==> src/rtl/fnd_bcd_scanner.sv <==
// 14-bit binary to 4-digit BCD converter (serial double dabble) driving a
// multiplexed, active-low 4-digit seven-segment display with leading-zero blanking.
module fnd_bcd_scanner #(
  parameter int unsigned CLK_HZ   = 100_000_000,
  parameter int unsigned SCAN_HZ  = 1000,
  parameter bit          BLANK_LZ = 1'b1
) (
  input  logic        clk,
  input  logic        reset,
  input  logic [13:0] number,
  output logic        busy,
  output logic [3:0]  fndCom,
  output logic [7:0]  fndFont
);

  localparam int unsigned DIV = CLK_HZ / SCAN_HZ;
  localparam int unsigned PW  = (DIV > 1) ? $clog2(DIV) : 1;
  localparam logic [PW-1:0] PTC = PW'(DIV - 1);

  typedef enum logic [1:0] {IDLE, SHIFT, LATCH} state_t;

  state_t      state, state_nx;
  logic        cap_valid;
  logic [13:0] last_num;
  logic [13:0] bin;
  logic [15:0] bcd;
  logic [15:0] disp;
  logic [3:0]  iter;
  logic        start;
  logic [PW-1:0] presc;
  logic        tick;
  logic [1:0]  idx;
  logic [3:0]  digit;
  logic        blank;
  logic        z3, z2, z1;
  logic [3:0]  com_nx;
  logic [7:0]  font_nx;

  function automatic logic [29:0] dabble(input logic [29:0] v);
    logic [29:0] t;
    t = v;
    for (int unsigned i = 0; i < 4; i++) begin
      if (t[14 + 4*i +: 4] >= 4'd5)
        t[14 + 4*i +: 4] = t[14 + 4*i +: 4] + 4'd3;
    end
    return {t[28:0], 1'b0};
  endfunction

  function automatic logic [7:0] seg7(input logic [3:0] d);
    case (d)
      4'd0:    return 8'hC0;
      4'd1:    return 8'hF9;
      4'd2:    return 8'hA4;
      4'd3:    return 8'hB0;
      4'd4:    return 8'h99;
      4'd5:    return 8'h92;
      4'd6:    return 8'h82;
      4'd7:    return 8'hF8;
      4'd8:    return 8'h80;
      4'd9:    return 8'h90;
      default: return 8'hFF;
    endcase
  endfunction

  // A fresh capture is forced after reset even when number equals the stale last_num.
  assign start = (state == IDLE) && (!cap_valid || (number != last_num));

  always_ff @(posedge clk or negedge reset) begin
    if (!reset) state <= IDLE;
    else        state <= state_nx;
  end

  always_comb begin
    state_nx = state;
    case (state)
      IDLE:    if (start) state_nx = SHIFT;
      SHIFT:   if (iter == 4'd13) state_nx = LATCH;
      LATCH:   state_nx = IDLE;
      default: state_nx = IDLE;
    endcase
  end

  always_comb begin
    busy = (state != IDLE);
  end

  always_ff @(posedge clk or negedge reset) begin
    if (!reset) begin
      cap_valid <= 1'b0;
      last_num  <= '0;
      bin       <= '0;
      bcd       <= '0;
      iter      <= '0;
      disp      <= '0;
    end else begin
      case (state)
        IDLE: begin
          if (start) begin
            cap_valid <= 1'b1;
            last_num  <= number;
            bin       <= (number > 14'd9999) ? 14'd9999 : number;
            bcd       <= '0;
            iter      <= '0;
          end
        end
        SHIFT: begin
          {bcd, bin} <= dabble({bcd, bin});
          iter       <= iter + 4'd1;
        end
        LATCH:   disp <= bcd;
        default: ;
      endcase
    end
  end

  assign tick = (presc == PTC);

  always_ff @(posedge clk or negedge reset) begin
    if (!reset) begin
      presc <= '0;
      idx   <= '0;
    end else if (tick) begin
      presc <= '0;
      idx   <= idx + 2'd1;
    end else begin
      presc <= presc + PW'(1);
    end
  end

  always_comb begin
    z3      = (disp[15:12] == 4'd0);
    z2      = z3 && (disp[11:8] == 4'd0);
    z1      = z2 && (disp[7:4] == 4'd0);
    digit   = disp[idx*4 +: 4];
    blank   = 1'b0;
    case (idx)
      2'd3:    blank = BLANK_LZ && z3;
      2'd2:    blank = BLANK_LZ && z2;
      2'd1:    blank = BLANK_LZ && z1;
      default: blank = 1'b0;
    endcase
    com_nx  = ~(4'b0001 << idx);
    font_nx = blank ? 8'hFF : seg7(digit);
  end

  always_ff @(posedge clk or negedge reset) begin
    if (!reset) begin
      fndCom  <= '1;
      fndFont <= '1;
    end else begin
      fndCom  <= com_nx;
      fndFont <= font_nx;
    end
  end

endmodule

==> config.mk <==
export PLATFORM = sky130hd
export DESIGN_NAME = fnd_bcd_scanner
export DESIGN_NICKNAME = d
export VERILOG_FILES = /design/src/rtl/fnd_bcd_scanner.sv
export SDC_FILE = /design/constraint.sdc
export NUM_CORES = 1
export LEC_CHECK = 0
export ABC_AREA = 1
export CORE_ASPECT_RATIO = 0.6
export CORE_MARGIN = 2
export CORE_UTILIZATION = 49
export DETAILED_ROUTE_END_ITERATION = 8
export HOLD_SLACK_MARGIN = 0.02
export PLACE_DENSITY = 0.67
export SYNTH_ARGS = -nofsm -noshare
export SYNTH_HDL_FRONTEND = slang
export SYNTH_SLANG_ARGS = --single-unit
==> constraint.sdc <==
create_clock -name clk -period 2.1 [get_ports clk]
set_clock_uncertainty 0.1 [all_clocks]
set_input_delay 0.63 -clock clk [delete_from_list [all_inputs] [get_ports clk]]
set_output_delay 0.63 -clock clk [all_outputs]
set_load 0.01 [all_outputs]
==> impl_metrics.csv <==
group,metric,value,unit
setup_path,crit_arrival,2.22,ns
route,drt-total-wl,11200,um
finish,areaGrowthSynthToFinish,18.8,%
finish,finalNonFillerCells,866,
setup_path,critical_path_required,2.28,ns
sta,setup_tns,0,ns
logic_synthesis,synthMuxAreaShare,0,
clock_network,cts-buffers-inserted,9,
route,drc,0,
setup_path,endpoint,"bcd[2]",
pwr,leakage,3.26,nW
sta,whs,0.107,ns
floorplanning,pin_count,29,
run_status,status,"finished clean",
logic_synthesis,synth_cells,672,
logic_synthesis,synth_area_per_cell,7.72,um2
route,vias,4424,
sta,relSlewSlack,0.648,
clock_network,clk_latency,0.34,ns
floorplanning,dieHeight,83.7,um
logic_synthesis,yosysTopAreaCell,"dfrtp_1",
logic_synthesis,synth_top_area_frac,0.415,
logic_synthesis,synth_cell_type_count,34,
clock_network,cts.sinks,97,
sta,tightest_slew,0.527,ns
clock_network,cts_max_level,3,
clock_network,clockBufferDepth,2,
clock_network,clock-root-buffer,"clkbuf_16",
setup_path,critPathLaunchType,"input port",
setup_path,worst_setup_path_end_kind,"flop",
grt,grt_pass1_vias,3996,
logic_synthesis,synth_compound_area_frac,0.0796,
floorplanning,fp.dieW,137,um
logic_synthesis,synth-simple-area-share,0.286,
sta,period_share,0.972,
placement,dpl.hpwl,7700,um
grt,antenna_found_initial,0,
pwr,irDropWorstVdd,0.000823,V
sta,setup_viol,0,
logic_synthesis,yosysWarnings,0,
finish,drive_above_1_share,0.107,
grt,grt_max_degree,43,
logic_synthesis,synth_xor_area_frac,0.0236,
placement,dp_cells,848,
logic_synthesis,yosys-top-cells-area,"dfrtp_1 (41%), nand2_1 (15%), inv_1 (5.9%), nand3_1 (5.8%), dfstp_2 (5.6%)",
finish,final_nets,759,
sta,hold_viol_final,0,
floorplanning,fp-row-count,29,
grt,gr-total-overflow,0,
pwr,powerDensity,1370,nW/um2
setup_path,r2r_cells,9,
finish,n_antenna_cell,0,
route,drt_iter0_drc,367,
setup_path,reg2reg_to,"fndFont[6]",
setup_path,cp_max_fo,12,
setup_path,cp-startpoint,"number[11]",
hold_path,worstHoldPathType,"in -> async",
route,firstDrtPassIters,4,
sta,max_freq,0.490,GHz
setup_path,reg2reg_from,"idx[0]",
floorplanning,initial_core_util,0.496,
logic_synthesis,synth_top_family_by_area,"simple AND/OR/NAND/NOR gates",
floorplanning,core,10500,um2
logic_synthesis,yosys_register_bits,97,
logic_synthesis,synth_adder_area_share,0.0507,
job,cap_viol_max_count,0,
sta,drv_slew,0,
placement,gp_congestion,0.893,
clock_network,cts_tree,"yes",
clock_network,path_clk_slew,0.07,ns
setup_path,path_class,"in -> reg",
placement,port_buffers,27,
route,ant_nets,0,
setup_path,regToRegSetupSlack,0.19,ns
finish,fin_util,0.590,
clock_network,holdBufCountCts,0,
pwr,total_power,8.42,mW
grt,grt_first_pass_wirelength,18700,um
clock_network,cts_setup_buffers,0,
logic_synthesis,syn_area,5190,um2
floorplanning,dieArea,11500,um2
grt,track_usage,0.203,
sta,min_period,2.04,ns
logic_synthesis,yosysSeqAreaShare,0.471,
logic_synthesis,syn-num-nets,709,
route,wl_per_cell,13.0,um
route,via_per_inst,5.11,
sequential cells by signal (all words and copies together) (netlist names):
| signal | flops |
|---|---|
| state | 2 |
| cap_valid | 1 |
| fndCom | 4 |
| bcd | 16 |
| disp | 16 |
| last_num | 14 |
| bin | 14 |
| idx | 2 |
| fndFont | 7 |
| presc | 17 |
| iter | 4 |
placed cells by master (no fill, tap or decap), drive strengths merged, types with 5 or more instances in the layout:
cell             n
nand3           60
nor3             7
nand4            6
dfstp           11
clkdlybuf4s50    8
dfrtp           86
dlymetal6s2s     6
clkbuf          15
or2              5
a21oi           21
o21ai           52
nand2          208
dlygate4sd2     12
ha              21
xor2            12
inv             86
nor2            62
buf             32
synthesized netlist by cell type (all sizes together):
master,number
dfrtp,86
nand2,208
o211a,1
dfstp,11
or2,5
o21bai,1
nor3,7
a21oi,21
ha,21
and3,1
clkbuf,6
inv,86
o31ai,2
nand4,6
o211ai,2
buf,15
o21ai,52
nor4,2
nand3,60
nand3b,1
nor3b,1
xor2,12
xnor2,2
nor2,62
conb,1
worst max-delay path, stage by stage:
cell	delay (ns)
clkdlybuf4s50_1	0.48
inv_1	0.05
nand2_1	0.05
nand2_1	0.04
nor2_1	0.14
nand2_1	0.08
nor2_2	0.13
nand2_2	0.12
nand2_8	0.15
clkbuf_16	0.18
nand3_1	0.07
nand2_1	0.08
logic make-up after synthesis:
kind of cell    Yosys count
other cells               1
simple gates            353
compound gates           79
flops                    97
fa+ha+maj                21
xor+xnor                 14
buf+inv                 107
power breakdown:
part | internal, mW | leakage [nW] | switching [mW] | total, mW
logic | 1.47 | 1.93 | 2.18 | 3.65
clock network | 0.954 | 0.144 | 0.683 | 1.64
registers | 2.63 | 1.19 | 0.506 | 3.14
cell type report:
class,instances,area [um2]
repair buffers,60,617
inverters,86,323
well taps,139,174
multi-input cells,468,2320
flip-flops and latches,97,2440
fillers,928,4290
clock inverters,3,40.0
clock buffers,13,250
repair_timing:
action | 4_1_cts | 5_1_grt
gates resized for setup | 12 | 14
setup endpoints to repair | 12 | 50
pin swaps | 0 | 6
cloned | 0 | 2
metrics by stage:
step	area, um2	worst slack [ns]
after detailed placement	5790	-0.325
final	6160	0.0592
after floorplan	5190	0.382
after global placement	5790	-0.305
after CTS	6070	0.0208
after global routing	6160	-0.00653
metal layers:
metal / vias to the layer above / track usage / routed length, um
li1: 2207 / - / -
met1: 2083 / 0.307 / 5670
met2: 122 / 0.298 / 4850
met3: 12 / 0.0480 / 639
met4: 0 / 0.0412 / 87
met5: - / 0 / 0
worst min-delay path by stage:
stage	cells after the start	to	start	slack, ns
6_report	1	iter[0]	reset	0.11
3_3_place_gp	1	presc[0]	presc[0]	0.34
2_1_floorplan	0	bcd[0]	reset	0.23
3_5_place_dp	1	presc[0]	presc[0]	0.35
4_1_cts	1	iter[0]	reset	0.11
5_1_grt	1	iter[1]	reset	0.12
Power figures use the tool's default switching activity.
